<file path="src/rtl/aes_cmd_pkg.sv">
// aes_cmd_pkg: shared definitions for the AES command master.
//   - Opcode constants accepted in the host header word.
//   - Controller state enumeration.
//   - Error codes returned as single-word responses.
//   - Payload word counts and small helpers for packing/unpacking.
package aes_cmd_pkg;

    localparam logic [4:0] OpKey = 5'd0;  // key expand
    localparam logic [4:0] OpEnc = 5'd1;  // encrypt
    localparam logic [4:0] OpDec = 5'd2;  // decrypt

    localparam logic [31:0] ErrBadOpcode = 32'hEEEE_0001;
    localparam logic [31:0] ErrTimeout   = 32'hEEEE_0002;

    localparam int unsigned KeyWords   = 8;  // 256-bit key payload
    localparam int unsigned BlockWords = 4;  // 128-bit block payload

    typedef enum logic [2:0] {
        StIdle,
        StLoad,
        StIssue,
        StWait,
        StSend,
        StErr
    } state_e;

    function automatic logic opcode_valid(input logic [4:0] op);
        return (op == OpKey) || (op == OpEnc) || (op == OpDec);
    endfunction

    // Index of the final payload word for a given opcode.
    function automatic logic [2:0] last_payload_idx(input logic [4:0] op);
        return (op == OpKey) ? 3'(KeyWords - 1) : 3'(BlockWords - 1);
    endfunction

    // Word idx of a 128-bit result, idx 0 being the most significant word.
    function automatic logic [31:0] result_word(input logic [127:0] r, input logic [1:0] idx);
        return r[{~idx, 5'd0} +: 32];
    endfunction

endpackage

</file>
<file path="src/rtl/aes_cmd_master.sv">
// aes_cmd_master: bridges a 32-bit host command stream to a 256-bit AES core.
//   A header word selects the opcode, payload words are packed MSW-first into
//   aes_data_in, the command is issued to the core, and the 128-bit result is
//   streamed back to the host (or a single status/error word is returned).
//
// Ports:
//   clk, rst            clock, synchronous active-high reset
//   host_in_*           host command words (valid/ready)
//   host_out_*          response words (valid/ready, last marks final word)
//   aes_input_*         command handshake to the AES core, with aes_opcode/aes_data_in
//   aes_output_*        result handshake from the AES core, with aes_data_out
//   busy                high whenever a command is in progress
module aes_cmd_master
    import aes_cmd_pkg::*;
#(
    parameter int unsigned TIMEOUT_CYCLES = 4096
) (
    input  logic         clk,
    input  logic         rst,
    input  logic         host_in_valid,
    output logic         host_in_ready,
    input  logic [31:0]  host_in_data,
    output logic         host_out_valid,
    input  logic         host_out_ready,
    output logic [31:0]  host_out_data,
    output logic         host_out_last,
    output logic         aes_input_valid,
    input  logic         aes_input_ready,
    output logic [4:0]   aes_opcode,
    output logic [255:0] aes_data_in,
    input  logic [127:0] aes_data_out,
    input  logic         aes_output_valid,
    output logic         aes_output_ready,
    output logic         busy
);

    localparam int unsigned TimerW = (TIMEOUT_CYCLES > 1) ? $clog2(TIMEOUT_CYCLES) : 1;
    localparam logic [TimerW-1:0] TimerLast = TimerW'(TIMEOUT_CYCLES - 1);

    state_e              state_q;
    logic [2:0]          word_cnt_q;  // payload index in LOAD, response index in SEND
    logic [TimerW-1:0]   timer_q;
    logic [127:0]        result_q;
    logic [2:0]          next_cnt;

    assign next_cnt = word_cnt_q + 3'd1;

    // All outputs are registered and updated together with the state so that
    // every output is zero while rst is held.
    always_ff @(posedge clk) begin
        if (rst) begin
            state_q          <= StIdle;
            word_cnt_q       <= '0;
            timer_q          <= '0;
            result_q         <= '0;
            host_in_ready    <= 1'b0;
            host_out_valid   <= 1'b0;
            host_out_data    <= '0;
            host_out_last    <= 1'b0;
            aes_input_valid  <= 1'b0;
            aes_opcode       <= '0;
            aes_data_in      <= '0;
            aes_output_ready <= 1'b0;
            busy             <= 1'b0;
        end else begin
            unique case (state_q)
                StIdle: begin
                    host_in_ready <= 1'b1;
                    if (host_in_valid && host_in_ready) begin
                        aes_opcode  <= host_in_data[4:0];
                        word_cnt_q  <= '0;
                        // Clear so block ops see zeros in [127:0] after a key expand.
                        aes_data_in <= '0;
                        busy        <= 1'b1;
                        if (opcode_valid(host_in_data[4:0])) begin
                            state_q <= StLoad;
                        end else begin
                            state_q        <= StErr;
                            host_in_ready  <= 1'b0;
                            host_out_valid <= 1'b1;
                            host_out_data  <= ErrBadOpcode;
                            host_out_last  <= 1'b1;
                        end
                    end
                end

                StLoad: begin
                    if (host_in_valid && host_in_ready) begin
                        // Word 0 lands in [255:224], later words fill downwards.
                        aes_data_in[{~word_cnt_q, 5'd0} +: 32] <= host_in_data;
                        word_cnt_q <= next_cnt;
                        if (word_cnt_q == last_payload_idx(aes_opcode)) begin
                            state_q         <= StIssue;
                            host_in_ready   <= 1'b0;
                            aes_input_valid <= 1'b1;
                        end
                    end
                end

                StIssue: begin
                    if (aes_input_valid && aes_input_ready) begin
                        state_q          <= StWait;
                        aes_input_valid  <= 1'b0;
                        aes_output_ready <= 1'b1;
                        timer_q          <= '0;
                    end
                end

                StWait: begin
                    // A result arriving on the timeout cycle still wins.
                    if (aes_output_valid && aes_output_ready) begin
                        state_q          <= StSend;
                        result_q         <= aes_data_out;
                        aes_output_ready <= 1'b0;
                        word_cnt_q       <= '0;
                        host_out_valid   <= 1'b1;
                        if (aes_opcode == OpKey) begin
                            host_out_data <= '0;
                            host_out_last <= 1'b1;
                        end else begin
                            host_out_data <= aes_data_out[127:96];
                            host_out_last <= 1'b0;
                        end
                    end else if (timer_q == TimerLast) begin
                        state_q          <= StErr;
                        aes_output_ready <= 1'b0;
                        host_out_valid   <= 1'b1;
                        host_out_data    <= ErrTimeout;
                        host_out_last    <= 1'b1;
                    end else begin
                        timer_q <= timer_q + TimerW'(1);
                    end
                end

                StSend: begin
                    if (host_out_valid && host_out_ready) begin
                        if (host_out_last) begin
                            state_q        <= StIdle;
                            host_out_valid <= 1'b0;
                            host_out_data  <= '0;
                            host_out_last  <= 1'b0;
                            busy           <= 1'b0;
                            host_in_ready  <= 1'b1;
                        end else begin
                            word_cnt_q    <= next_cnt;
                            host_out_data <= result_word(result_q, next_cnt[1:0]);
                            host_out_last <= (next_cnt[1:0] == 2'd3);
                        end
                    end
                end

                StErr: begin
                    if (host_out_valid && host_out_ready) begin
                        state_q        <= StIdle;
                        host_out_valid <= 1'b0;
                        host_out_data  <= '0;
                        host_out_last  <= 1'b0;
                        busy           <= 1'b0;
                        host_in_ready  <= 1'b1;
                    end
                end

                default: state_q <= StIdle;
            endcase
        end
    end

endmodule

</file>
<file path="config.mk">
export PLATFORM = sky130hd
export DESIGN_NAME = aes_cmd_master
export DESIGN_NICKNAME = d
export VERILOG_FILES = /design/src/rtl/aes_cmd_pkg.sv /design/src/rtl/aes_cmd_master.sv
export SDC_FILE = /design/constraint.sdc
export NUM_CORES = 1
export LEC_CHECK = 0
export CAP_MARGIN = 25
export CELL_PAD_IN_SITES_DETAIL_PLACEMENT = 2
export CELL_PAD_IN_SITES_GLOBAL_PLACEMENT = 2
export CORE_ASPECT_RATIO = 0.8
export CORE_MARGIN = 8
export CORE_UTILIZATION = 31
export DETAILED_ROUTE_END_ITERATION = 16
export GPL_TIMING_DRIVEN = 0
export PLACE_DENSITY_LB_ADDON = 0.1
export REMOVE_ABC_BUFFERS = 1
export SETUP_SLACK_MARGIN = 0.02
export SLEW_MARGIN = 10
export SYNTH_ARGS = -nofsm -noshare
export SYNTH_HDL_FRONTEND = slang
export SYNTH_SLANG_ARGS = --single-unit
</file>
<file path="constraint.sdc">
create_clock -name clk -period 4.6 [get_ports clk]
set_input_delay 1.38 -clock clk [delete_from_list [all_inputs] [get_ports clk]]
set_output_delay 1.38 -clock clk [all_outputs]
set_load 0.1 [all_outputs]
</file>
Word level (Yosys, flattened, before mapping)
Index checks and enable logic that the tools add are counted.

Bits of input ports: 166. Logic and storage cells: 138. Flip-flop bits (word level): 445. Output and inout port bits: 299.

Mux-type cells: 66. Reductions and logical operators: 28. Shifts and indexed selects: 3. Bitwise gates (word level): 2. Equal/unequal tests: 23. Add/sub/neg operators: 3.

Operator list (number): $mux W256 (2); $pmux W256 S2 (1); $bwmux W256 (1); $mux W32 (8); $shift A32 B10 Y256 const A (1); $shiftx A32 B10 Y256 (1); $pmux W32 S4 (1); $shiftx A128 B8 Y32 (1); $mux W3 (16); $mux W12 (3); $mux W1 (25); $ne A2 B2 Y1 const B (12); $pmux W12 S2 (1); $pmux W3 S6 (1); $reduce_and A6 Y1 (3); $add A12 B1 Y12 const B (1); $eq A12 B12 Y1 const B (1); $pmux W1 S4 (3); $pmux W3 S4 (1); $reduce_bool A4 Y1 (3); $logic_not A5 Y1 (2); $neg A8 Y10 (1); $reduce_and A4 Y1 (2); $reduce_and A8 Y1 (1); 22 further kinds (33).

Logic depth before layout (Yosys ltp)
Gate-level depths: netlist of the first run.

Depth after elaboration: 6. Mapped depth: 12. Depth with buffers taken out: 7.

Least setup slack after synthesis of the first run
No wires, ideal clock.

Path kind: register to register. Start point: reg word_cnt_q[0]. End point: reg aes_data_in[135]. Setup time: 0.070 ns. Stages on the path, launching flop included: 12. Required time: 4.530 ns. Arrival time: 2.635 ns. Period minus slack after synthesis: 2.705 ns. Buffers on the path: 4. Slack: 1.895 ns. Cell sequence: dfxtp_1 -> buf_2 -> buf_2 -> inv_1 -> ha_1 -> buf_6 -> nor2b_2 -> nand4b_2 -> nor4_4 -> buf_4 -> nand3_1 -> a21oi_1.

Word-level cells in the longest chain between the ends: 6. Elaborated cells on any way between the ends: 7. Those cells by class: 1 x add/sub; 2 x shift; 3 x mux; 1 x bitwise.

Ends and longest elaborated chain: start: declaration (RTL line aes_cmd_master.sv:41) `logic [2:0] word_cnt_q;`; start signal: assignment (RTL line aes_cmd_master.sv:91) `word_cnt_q <= next_cnt;`; start signal: assignment (RTL line aes_cmd_master.sv:145) `word_cnt_q <= next_cnt;`; $not A3 Y3 (*) (RTL line aes_cmd_master.sv:90) `aes_data_in[{~word_cnt_q, 5'd0} +: 32] <= host_in_data;`; $neg A8 Y10 (*) (RTL line aes_cmd_master.sv:90); $shiftx A32 B10 Y256 / $shift A32 B10 Y256 (equally long branches) (RTL line aes_cmd_master.sv:90); $bwmux W256 (*) (RTL line aes_cmd_master.sv:90); $mux W256 (*) (RTL line aes_cmd_master.sv:88) `if (host_in_valid && host_in_ready) begin`; $pmux W256 S2 (*) (RTL line aes_cmd_master.sv:66) `unique case (state_q)`; end signal: indexed assignment (RTL line aes_cmd_master.sv:90); end: declaration (RTL line aes_cmd_master.sv:30) `output logic [255:0] aes_data_in,`.

Every way passes the cells marked *; elsewhere a longest branch is shown, timed or not. The select of a mux whose other input is x is not followed. A chain may end at the register's enable or synchronous reset.

Worst setup path after layout of the first run
Start point: reg aes_opcode[4]. End point: out aes_opcode[4].

RTL lines: start: declaration (RTL line aes_cmd_master.sv:29) `output logic [4:0] aes_opcode,`; start signal: assignment (RTL line aes_cmd_master.sv:70) `aes_opcode <= host_in_data[4:0];`.

No word-level cell between the ends.

==> results.md, run 1 <==
* Status: complete, no violations
* Cell Area, Synth at 17300 um2
* Worst path arrival time at 2.29 ns
* Synthesis warning total at 0
* Nets at 2508
* Slew Viols, Final at 0
* Sequential area share after synthesis at 51.4%
* Internal power at 6.54 mW
* Pwr dens at 375 nW/um2
* Die area at 63700 um2
* Post-CTS Setup Repair Bufs at 0
* DRT antenna net count at 0
* Critical Path Source Type: register
* Area of the multi-input gates at 7700 um2
* Worst hold slack at 0.455 ns
* Final period utilization at 79.8%
* Slowest-stage cell, CP: clkdlybuf4s50_1
* Register area at 8910 um2
* Core area at 55200 um2
* CP Buf/Inv Count at 1
* Reg clk slew, reported paths at 0.06 ns
* Synth unique cells at 62
* IO buf count at 464
* Logic pwr share at 15.5%
* RSZ-0062 raised after global routing: no
* Largest net degree at the start of global routing at 138
* Die W at 280 um
* Most common cell in the netlist: dfxtp_1
* Post-synthesis register bit count at 445
* CP max stage delay at 1.24 ns
* Clk buf depth at 3
* Io pins at 465
* Clock share of power at 41.7%
* Share of layout cells above drive strength 1 at 7.94%
* Endpoints failing setup at 0
* Fillcell total at 5880
* # H-tree levels at 2
* Max cap viols at 0
* Sequential cell fraction of total power at 42.7%
* Avg Cell Area, Syn at 8.82 um2
* P&R area growth vs syn at 42.9%
* # hold bufs at CTS at 0
* Fin cells at 3128
* Post-layout util at 44.8%
* Switching power at 2.74 mW
* Skew-Pair Late Insertion Delay at 0.60 ns
* # rows at 77
* Area leader, netlist: dfxtp_1
* Antenna violations before repair at 11
* Post-synth ARST share at 0%
* Clock skew after layout at 0.0319 ns
* Cts bufs inserted at 48
* Maximum clock frequency at 272 MHz
* Crit path cell chain: clkdlybuf4s50_1
* Delay-heaviest family, CP: buffers and inverters
* Root buffer cell: clkbuf_16
* Top post-synthesis cells by area: dfxtp_1 (51%), a22oi_1 (9.4%), nand2_1 (6.6%)
* Slew HR at 25.4%
* Via count at 16.5k
* Final hold violations at 0
* 1st-iter DRT viols at 838
* Hold Path Class: register to register
* Die H at 227 um
* First-pass GRT wire length at 115 mm
* Worst VDD drop at 272 uV
* CP Capture Type: output port
* Sw Share at 29.5%
* Worst-path maximum fanout at 5
* Leakage power at 8.15 nW
* Placed insts at 3030
* Final WL at 76.9 mm
* CP Data Required Time at 3.22 ns
* Post-Syn Instances at 1963
* Tightest Pin Transition at 1.12 ns
* Starting density of the core at 31.4%
* # DRC at 0
* Drt first pass iters at 5
* CTS tree: done
* Routability cong. at 0.779
* Number of global-route vias before repair at 18.2k
* CTS Sinks at 445
* Post-synth top flop: dfxtp_1
* Resize count post-CTS at 0
* Total GRT Usage at 23.1%
* Number of synthesized flops with an enable pin at 0
* Remaining Overflow, GRT at 0
* Vias/cell at 5.28
* Routed WL per cell at 24.6 um
* Area share of the largest cell type after synthesis at 51.4%
* Synth top cells by count: dfxtp_1 (445), nand2_1 (304), nor2_1 (293)
* CP Class: register to output port
* Clock period minus final worst setup slack at 3.67 ns
* Final HPWL DP at 53.6 mm
-- registers in the layout, indices dropped and copies added, names as in the netlist, 3 cells and up --
register       count
aes_data_in      256
result_q         128
host_out_data     32
timer_q           12
aes_opcode         5
state_q            3
word_cnt_q         3
-- worst register-to-register path: cells and delay by family (launching register included) --
| family | cells | cell delay [ns] |
|---|---|---|
| fa+ha+maj | 2 | 0.71 |
| flops | 1 | 0.49 |
| simple gates | 3 | 1.54 |
| compound gates | 2 | 0.77 |
-- per-layer routing --
layer	GRT usage [%]	wire length (um)	vias to the layer above
met1	27.8	32100	8433
met4	8.74	2450	4
li1	-	-	7613
met2	39.7	38300	337
met3	5.90	4100	126
met5	0	27	-
-- power by group through the flow --
stage	combinational (mW)	clock [mW]	sequential (mW)
2_1_floorplan	0.337	0	4.45
3_3_place_gp	1.31	0	4.07
3_5_place_dp	1.45	0	4.05
4_1_cts	1.45	3.98	3.97
5_1_grt	1.51	4.12	3.97
6_report	1.44	3.87	3.97
-- final timing paths --
path | from | to | slack, ns | cells after the start
max | aes_opcode[4] | aes_opcode[4] | 0.93 | 1
min | aes_data_in[131] | aes_data_in[131] | 0.45 | 2
max reg2reg | word_cnt_q[1] | aes_data_in[239] | 1.01 | 7
min reg2reg | aes_data_in[131] | aes_data_in[131] | 0.45 | 2
-- per-stage QoR --
step	TNS [ns]	instance area [um2]	setup WS, ns	total power [mW]
final	0	24700	0.930	9.28
after global routing	0	24700	0.692	9.60
after CTS	0	24600	0.867	9.40
after detailed placement	0	23100	0.380	5.50
after global placement	-4338.52	22100	-14.08	5.38
after floorplan	-288.21	16500	-2.25	4.79
-- placed cells by master, fill, tap and decap left out, types with 12 or more instances in the layout --
| cell type | count |
|---|---|
| buf_12 | 14 |
| nor3_1 | 37 |
| a22oi_1 | 217 |
| o21ai_0 | 12 |
| dfxtp_1 | 444 |
| nor2_1 | 287 |
| a32oi_1 | 19 |
| buf_16 | 21 |
| nand3_1 | 36 |
| mux4_2 | 32 |
| clkbuf_16 | 49 |
| nor2b_1 | 36 |
| nand2_1 | 302 |
| a211oi_1 | 33 |
| nand2b_1 | 18 |
| a21oi_1 | 163 |
| clkdlybuf4s50_1 | 463 |
| a31oi_1 | 34 |
-- cell type report --
type | count | area share, %
antenna | 11 | 0.111
clock buffer | 65 | 5.44
clock inverter | 17 | 0.698
inverter | 9 | 0.137
multi-input combinational | 1324 | 31.1
sequential | 445 | 36.0
tap | 750 | 3.79
timing repair buffer | 507 | 22.7
-- cells by family after synthesis --
logic type / Yosys count / synth area share (%)
buffers and inverters: 194 / 4.87
xor gates and xnor gates: 11 / 0.556
muxes: 36 / 4.40
AOI/OAI and AO/OA: 499 / 19.1
adders and majority gates: 7 / 0.506
and+or+nand+nor: 771 / 19.2
DFF: 445 / 51.4
Power figures use the tool's default switching activity.
==> run 2, diff against run 1 <==
- CORE_UTILIZATION: 31 -> 26
- clock period: 4.6 -> 3.3 ns (I/O delays scaled with it)
==> run 2 against run 1 <==
Net effect:
- clock skew is 0.016 ns lower
- via count down 1.6%
- core utilization down 6.8 points
- clock power up 45%
- design area is 1.2% higher
- worst setup slack worse by 0.82 ns
==> results.md, run 2 (same netlist as run 1, synthesis figures left out) <==
* CP Class: register to output port (unchanged)
* Clock share of power at 42.6% (was 41.7%)
* P&R area growth vs syn at 44.5% (was 42.9%)
* CP Capture Type: output port (unchanged)
* Reg clk slew, reported paths at 0.06 ns (about the same)
* CTS tree: done (unchanged)
* Switching power at 3.84 mW (was 2.74 mW)
* Internal power at 9.33 mW (was 6.54 mW)
* RSZ-0062 raised after global routing: no (unchanged)
* Remaining Overflow, GRT at 0 (unchanged)
* Worst VDD drop at 328 uV (was 272 uV)
* Routed WL per cell at 23.9 um (was 24.6 um)
* Slowest-stage cell, CP: clkdlybuf4s50_1 (unchanged)
* Fin cells at 3244 (was 3128)
* Hold Path Class: register to register (unchanged)
* Routability cong. at 0.733 (was 0.779)
* Setup_tns at 0 ns (unchanged)
* Fillcell total at 7114 (was 5880)
* Die H at 247 um (was 227 um)
* Pwr dens at 526 nW/um2 (was 375 nW/um2)
* Most frequent cells in the layout: clkdlybuf4s50_1 (459), dfxtp_1 (444), nand2_1 (302), nor2_1 (287), a22oi_1 (217) (was clkdlybuf4s50_1 (463), dfxtp_1 (444), nand2_1 (302), nor2_1 (287), a22oi_1 (217))
* Largest register FFs at 256 (unchanged)
* Reg with most FFs: aes_data_in (unchanged)
* Clk buf depth at 3 (unchanged)
* Slew HR at 24.6% (was 25.4%)
* # DRC at 0 (unchanged)
* First-pass GRT wire length at 115 mm (about the same)
* Slew Viols, Final at 0 (unchanged)
* Final WL at 77.5 mm (was 76.9 mm)
* Crit path cell chain: clkdlybuf4s50_1 (unchanged)
* Pre-CTS WS at -0.706 ns (was 0.380 ns)
* Clock period minus final worst setup slack at 3.19 ns
* Delay-heaviest family, CP: buffers and inverters (unchanged)
* Final period utilization at 96.7%
* Area of the multi-input gates at 7730 um2 (was 7700 um2)
* Via count at 16.2k (was 16.5k)
* Flop-to-flop setup slack at 0.29 ns (was 1.01 ns)
* Io pins at 465 (unchanged)
* Max cap viols at 0 (unchanged)
* Vias/cell at 5.01 (was 5.28)
* Die W at 305 um (was 280 um)
* 1st-iter DRT viols at 645 (was 838)
* # rows at 84 (was 77)
* Total power at 13.2 mW (was 9.28 mW)
* Critical Path Source Type: register (unchanged)
* Placed insts at 3141 (was 3030)
* Largest net degree at the start of global routing at 128 (was 138)
* CP Buf/Inv Count at 1 (unchanged)
* IO buf count at 464 (unchanged)
* Maximum clock frequency at 313 MHz
* Final HPWL DP at 55.3 mm (was 53.6 mm)
* Nets at 2512 (was 2508)
* Worst path arrival time at 2.20 ns (was 2.29 ns)
* # hold bufs at CTS at 0 (unchanged)
* Leakage power at 8.25 nW (was 8.15 nW)
* Top flop regs: aes_data_in x256, result_q x128, host_out_data x32 (unchanged)
* CP max stage delay at 1.25 ns (was 1.24 ns)
* Share of layout cells above drive strength 1 at 8.24% (was 7.94%)
* Drt first pass iters at 4 (was 5)
* Skew-Pair Late Insertion Delay at 0.58 ns (was 0.60 ns)
* Status: complete, no violations (unchanged)
* Logic pwr share at 15.3% (was 15.5%)
* Slack of the critical path at 0.110 ns (was 0.930 ns)
* Endpoints failing setup at 0 (unchanged)
* Tightest Pin Transition at 1.13 ns (was 1.12 ns)
* Sequential cell fraction of total power at 42.0% (was 42.7%)
* Core area at 65800 um2 (was 55200 um2)
* Root buffer cell: clkbuf_16 (unchanged)
* Register area at 8910 um2 (unchanged)
* Total GRT Usage at 19.6% (was 23.1%)
* CP Data Required Time at 2.31 ns (was 3.22 ns)
* Commonest non-fill, non-tap cell in the layout: clkdlybuf4s50_1 (unchanged)
* Final hold violations at 0 (unchanged)
* Cts bufs inserted at 51 (was 48)
* Starting density of the core at 26.3% (was 31.4%)
* Clock skew after layout at 0.0159 ns (was 0.0319 ns)
* Die area at 75200 um2 (was 63700 um2)
* Sw Share at 29.2% (was 29.5%)
* CTS Sinks at 445 (unchanged)
* Antenna violations before repair at 8 (was 11)
* Number of global-route vias before repair at 17.9k (was 18.2k)
* Worst-path maximum fanout at 3 (was 5)
* # H-tree levels at 2 (unchanged)
* DRT antenna net count at 0 (unchanged)
## run 2: cell types whose count changed in the layout (fill, tap and decap cells not counted), moves of 2 or more
cell             delta
dlygate4sd2_1       +2
clkbuf_16           +2
nor2_4              +2
nor2_2              -2
clkbuf_8            +7
clkbuf_1            +4
dlymetal6s2s_1      +2
clkdlybuf4s50_1     -4
diode_2             -5
## run 2: worst paths after layout
kind,cells after the start,end,startpoint
worst max-delay path,1,aes_opcode[3],aes_opcode[3]
worst min-delay path,2,aes_data_in[141],aes_data_in[141]
worst max register to register,8,aes_data_in[222],word_cnt_q[0]
worst min register to register,2,aes_data_in[141],aes_data_in[141]
## run 2: power by group through the flow
stage               combinational, mW  sequential [mW]  clock (mW)
floorplan                       0.470             6.20           0
global placement                 1.85             5.67           0
detailed placement               2.03             5.65           0
CTS                              2.04             5.53        5.82
global route                     2.12             5.54        6.05
finish                           2.02             5.53        5.62
## run 2: stage by stage
stage	hold WS, ns	cell area, um2	util, %
after floorplan	0.427	16500	-
after global placement	0.438	22200	33.8
after detailed placement	0.448	23200	35.3
after CTS	0.456	24900	37.8
after global routing	0.475	25000	38.0
final	0.455	25000	38.0
## run 2: cell type report
type                       instances  area share [%]
clock inverter                    14           0.515
antenna                            6          0.0600
multi-input combinational       1324            30.9
clock buffer                      78            6.02
inverter                           9           0.135
tap                              860            4.30
sequential                       445            35.6
timing repair buffer             508            22.5
## run 2: layer usage
metal  up-vias  GRT usage [%]  part of all wire (%)
li1       7633              -                     -
met1      8164           23.1                    42
met2       308           34.3                    49
met3       137           4.51                   4.8
met4         6           7.85                   4.1
met5         -              0                 0.053
## run 2: repair_timing
item | in CTS | in global routing
buffers inserted | 1 | 1
pin swaps | 1 | 1
gates resized for setup | 5 | 4
setup endpoints to repair | 36 | 63
hold endpoints to repair | 0 | 0
